$ cat src/rtl/jk_register_array.sv
// Bank of WIDTH JK-style cells usable as JK register, parallel-load D register, toggle register or up-counter.
// Optional `changed` output is enabled by defining JK_REGISTER_ARRAY_CHANGE_FLAG_EN.
module jk_register_array #(
    parameter int                 WIDTH     = 4,
    parameter logic [WIDTH-1:0]   RESET_VAL = {WIDTH{1'b0}}
) (
    input  logic             clk,
    input  logic             rst_n,
    input  logic             en,
    input  logic [1:0]       mode,
    input  logic [WIDTH-1:0] j,
    input  logic [WIDTH-1:0] k,
    output logic [WIDTH-1:0] q,
    output logic [WIDTH-1:0] q_bar,
`ifdef JK_REGISTER_ARRAY_CHANGE_FLAG_EN
    output logic             changed,
`endif
    output logic             tc
);

    localparam logic [1:0] MODE_JK     = 2'b00;
    localparam logic [1:0] MODE_LOAD   = 2'b01;
    localparam logic [1:0] MODE_TOGGLE = 2'b10;
    localparam logic [1:0] MODE_COUNT  = 2'b11;

    logic [WIDTH-1:0] r_q;
    logic [WIDTH-1:0] r_q_bar;
    logic [WIDTH-1:0] w_next;
    logic [WIDTH-1:0] w_count_toggle;

    // Toggle enables of a synchronous counter: bit i toggles when all lower bits are 1.
    function automatic logic [WIDTH-1:0] count_toggles(input logic [WIDTH-1:0] cur);
        logic [WIDTH-1:0] t;
        t[0] = 1'b1;
        for (int i = 1; i < WIDTH; i++) begin
            t[i] = t[i-1] & cur[i-1];
        end
        return t;
    endfunction

    // Characteristic JK equation: q+ = j&~q | ~k&q, applied bitwise.
    function automatic logic [WIDTH-1:0] jk_next(input logic [WIDTH-1:0] cur,
                                                 input logic [WIDTH-1:0] jv,
                                                 input logic [WIDTH-1:0] kv);
        return (jv & ~cur) | (~kv & cur);
    endfunction

    // Next-state selection per mode; hold whenever the enable is low.
    always_comb begin
        w_count_toggle = count_toggles(r_q);
        w_next         = r_q;
        if (en) begin
            case (mode)
                MODE_JK:     w_next = jk_next(r_q, j, k);
                MODE_LOAD:   w_next = j;
                MODE_TOGGLE: w_next = r_q ^ j;
                MODE_COUNT:  w_next = r_q ^ w_count_toggle;
                default:     w_next = r_q;
            endcase
        end else begin
            w_next = r_q;
        end
    end

    // State register; q_bar is loaded from the same next value so it never lags q.
    always_ff @(posedge clk) begin
        if (!rst_n) begin
            r_q     <= RESET_VAL;
            r_q_bar <= ~RESET_VAL;
        end else begin
            r_q     <= w_next;
            r_q_bar <= ~w_next;
        end
    end

`ifdef JK_REGISTER_ARRAY_CHANGE_FLAG_EN
    logic r_changed;

    // Flags edges where the stored value actually moved.
    always_ff @(posedge clk) begin
        if (!rst_n) begin
            r_changed <= 1'b0;
        end else begin
            r_changed <= (w_next != r_q);
        end
    end

    assign changed = r_changed;
`endif

    assign q     = r_q;
    assign q_bar = r_q_bar;
    assign tc    = (mode == MODE_COUNT) && en && (&r_q);

endmodule

$ cat config.mk
export PLATFORM = sky130hd
export DESIGN_NAME = jk_register_array
export DESIGN_NICKNAME = d
export VERILOG_FILES = /design/src/rtl/jk_register_array.sv
export SDC_FILE = /design/constraint.sdc
export NUM_CORES = 1
export LEC_CHECK = 0
export CAP_MARGIN = 20
export CORE_MARGIN = 1.5
export CORE_UTILIZATION = 35
export DETAILED_ROUTE_END_ITERATION = 6
export HOLD_SLACK_MARGIN = 0.02
export PLACE_DENSITY = 0.75
export SLEW_MARGIN = 20
export SYNTH_ARGS = -nofsm -noshare
export SYNTH_HDL_FRONTEND = slang
export SYNTH_SLANG_ARGS = --single-unit
$ cat constraint.sdc
create_clock -name clk -period 1.5 [get_ports clk]
set_clock_uncertainty 0.15 [all_clocks]
set_input_delay 0.3 -clock clk [delete_from_list [all_inputs] [get_ports clk]]
set_output_delay 0.3 -clock clk [all_outputs]
set_load 0.005 [all_outputs]
==> results_dict.tcl <==
set metrics [dict create \
    worst_pin_slew_ns 0.293 \
    end_kind "register" \
    die_y_um 41.9 \
    dpl.hpwl_um 979 \
    area_growth_pct 70.2 \
    r2r_start "q[1]$_SDFF_PN0_" \
    grtUsageMet3 0.0696 \
    num_io_pins 22 \
    cts_max_level 1 \
    gr-usage-met1 0.178 \
    crit_path_start_kind "register" \
    syn-mean-instance-area_um2 10.2 \
    portBuffers 21 \
    crit_path_end "q[2]$_SDFF_PN0_" \
    routed_wl_um 1330 \
    reg2reg_depth 5 \
    post-route-util 0.667 \
    postCtsHoldBufs 0 \
    cp_slowest_cell "dfxtp_4" \
    reg2reg_to "q[2]$_SDFF_PN0_" \
    rsz0062_at_grt "true" \
    peakVddDrop_v 0.000630 \
    wl_per_cell_um 12.8 \
    fp.dieW_um 41.9 \
    fill_cells 132 \
    coreArea_um2 1350 \
    drc_errors 0 \
    tritoncts_num_sinks 8 \
    drv_slew 0 \
    die-area_um2 1750 \
    worstPathArrival_ns 1.53 \
    place_congestion 0.794 \
    max_freq_mhz 655 \
    period_share 1.02 \
    ys_seq_area_frac 0.303 \
    p_per_area_nw_per_um2 700 \
    cts_tree "built" \
    synth_nets 67 \
    antenna_found_initial 0 \
    final-setup-viol-count 2 \
    slew_headroom 0.805 \
    cts_root_buf "clkbuf_4" \
    clk_pin_slew_ns 0.06 \
    vias 552 \
    reg2reg_slack_ns -0.03 \
    cts_made_buffers 3 \
    grt_start_max_net_pins 12 \
    use_met2 0.291 \
    ys.warnings.count 0 \
    ys_ff_latch 8 \
    start_util 0.392 \
    cp_cell_sequence "ha_4 > ha_4 > mux2_4 > o22a_1 > and3_1" \
    worstPathRequired_ns 1.50 \
    final-hold-violation-count 0 \
    min_path_type "primary input to register" \
    layout_setup_ws_ns -0.0278 \
    ant_nets 0 \
    period_minus_slack_ns 1.53 \
    clk_latency_ns 0.26 \
    violations "setup timing" \
    multiInputGateArea_um2 363 \
    max-clock-path-buffers 2 \
    busiest_layer "met2" \
    yosysUniqueCellTypes 34 \
    finalNetCount 105 \
    drt_iter0_markers 11 \
    max_stage_delay_ns 0.35 \
    firstDrtPassIters 4 \
    static-leakage-power_nw 0.388 \
    crit_type "register to register" \
    crit_path_frequent_cell "ha_4" \
    syn_inst 52 \
    placementRows 13 \
    grt_pass1_vias 556 \
    pre_cts_ws_ns -0.452 \
    grt.overflow.total 0 \
    seq_area_um2 170 \
    vias_per_cell 5.31 \
    grtUsageTotal 0.167 \
    hold_ws_ns 0.472 \
    worstPathMaxFanout 2 \
    cap_violations 0 \
    grt_pass1_wl_um 2250 \
    n_antenna_cell 0 \
    cp-startpoint "q[1]$_SDFF_PN0_" \
    layout-drive-gt1-share 0.348 \
    outcome "finished, violations left" \
    syn-cell-area_um2 529 \
    tns_ns -0.0330 \
]
==> layer usage <==
metal  wire, µm  up-vias  part of all wire
met4         17        0             0.013
met3         89        2             0.067
met1        572      249              0.43
li1           -      278                 -
met2        648       23              0.49
met5          0        -                 0
==> synthesized netlist by cell type, drive strengths merged <==
master	number	area, µm²
o211ai	1	7.51
ha	2	25.0
nand2b	2	12.5
o2111ai	1	8.76
nor2	1	3.75
or2b	1	7.51
and2b	1	10.0
nor2b	2	12.5
a32oi	1	8.76
o2111a	1	11.3
nand3	3	15.0
and3	1	6.26
and2	1	6.26
o221ai	1	15.0
or3b	1	8.76
a32o	1	10.0
o31a	1	8.76
mux2	2	26.3
nand2	2	7.51
nand3b	2	15.0
buf	4	31.3
dfxtp	8	160
o22a	1	8.76
nand4	1	6.26
a2111oi	1	27.5
o31ai	1	7.51
a21oi	1	5.00
a211o	2	17.5
o21ai	1	5.00
inv	1	3.75
mux2i	3	30.0
==> cells by family after synthesis <==
family                     after synthesis  share of synthesized area
adders and majority gates                2                     0.0473
and+or+nand+nor                         18                      0.210
muxes                                    5                      0.106
DFF                                      8                      0.303
buffers and inverters                    5                     0.0662
AOI/OAI and AO/OA                       14                      0.267
==> cell type report <==
cell class / count / share of cell area
tap: 15 / 0.0208
timing repair buffer: 37 / 0.354
multi-input combinational: 39 / 0.403
sequential: 8 / 0.189
clock buffer: 4 / 0.0292
inverter: 1 / 0.00417
==> worst max-delay path, delay by kind of cell (launching register included) <==
kind            cells  cell delay (ns)
mux                 1             0.25
flops               1             0.35
fa+ha+maj           2             0.36
compound gates      1             0.17
simple gates        1             0.14
==> timing repair <==
item	4_1_cts	5_1_grt
hold endpoints to repair	0	0
buffers inserted	5	0
endpoints found under the setup margin	15	2
resized for setup	19	1
pin swaps	6	4
==> worst min-delay path by stage <==
| stage | start | endpoint | slack (ns) | cells after the start |
|---|---|---|---|---|
| 5_1_grt | en | q_bar[3]$_SDFF_PN1_ | 0.48 | 3 |
| 4_1_cts | en | q_bar[3]$_SDFF_PN1_ | 0.45 | 3 |
| 2_1_floorplan | q[1]$_SDFF_PN0_ | q_bar[1]$_SDFF_PN1_ | 0.37 | 1 |
| 6_report | en | q_bar[3]$_SDFF_PN1_ | 0.47 | 3 |
| 3_5_place_dp | q[1]$_SDFF_PN0_ | q_bar[1]$_SDFF_PN1_ | 0.49 | 2 |
| 3_3_place_gp | q[1]$_SDFF_PN0_ | q_bar[1]$_SDFF_PN1_ | 0.48 | 2 |
==> cells in the final DEF (no fill, tap or decap), types with 2 or more instances in the layout <==
master | Yosys | layout
buf_6 | 2 | 2
clkdlybuf4s50_1 | 0 | 9
a211o_1 | 2 | 2
dfxtp_1 | 8 | 4
nand2b_1 | 2 | 2
clkbuf_4 | 0 | 3
mux2i_1 | 3 | 3
nand3b_1 | 2 | 2
ha_4 | 0 | 2
nor2b_1 | 2 | 2
nand2_1 | 2 | 2
nand3_1 | 3 | 3
dlygate4sd2_1 | 0 | 11
dfxtp_4 | 0 | 2
buf_4 | 0 | 14
mux2_4 | 1 | 2
dfxtp_2 | 0 | 2
==> where the power goes <==
group          internal, mW  leakage [nW]  total (mW)  switching [mW]
Combinational         0.124         0.304       0.203          0.0789
Clock                 0.102        0.0150       0.187          0.0842
Sequential            0.231        0.0683       0.241         0.00918
Total                 0.458         0.388       0.630           0.172
==> through the flow <==
step	total power [mW]	cells	area [µm²]
after global placement	0.445	95	843
after detailed placement	0.449	95	843
after CTS	0.639	104	907
final	0.630	104	901
after floorplan	0.342	52	563
after global routing	0.668	104	901
Power figures use the tool's default switching activity.
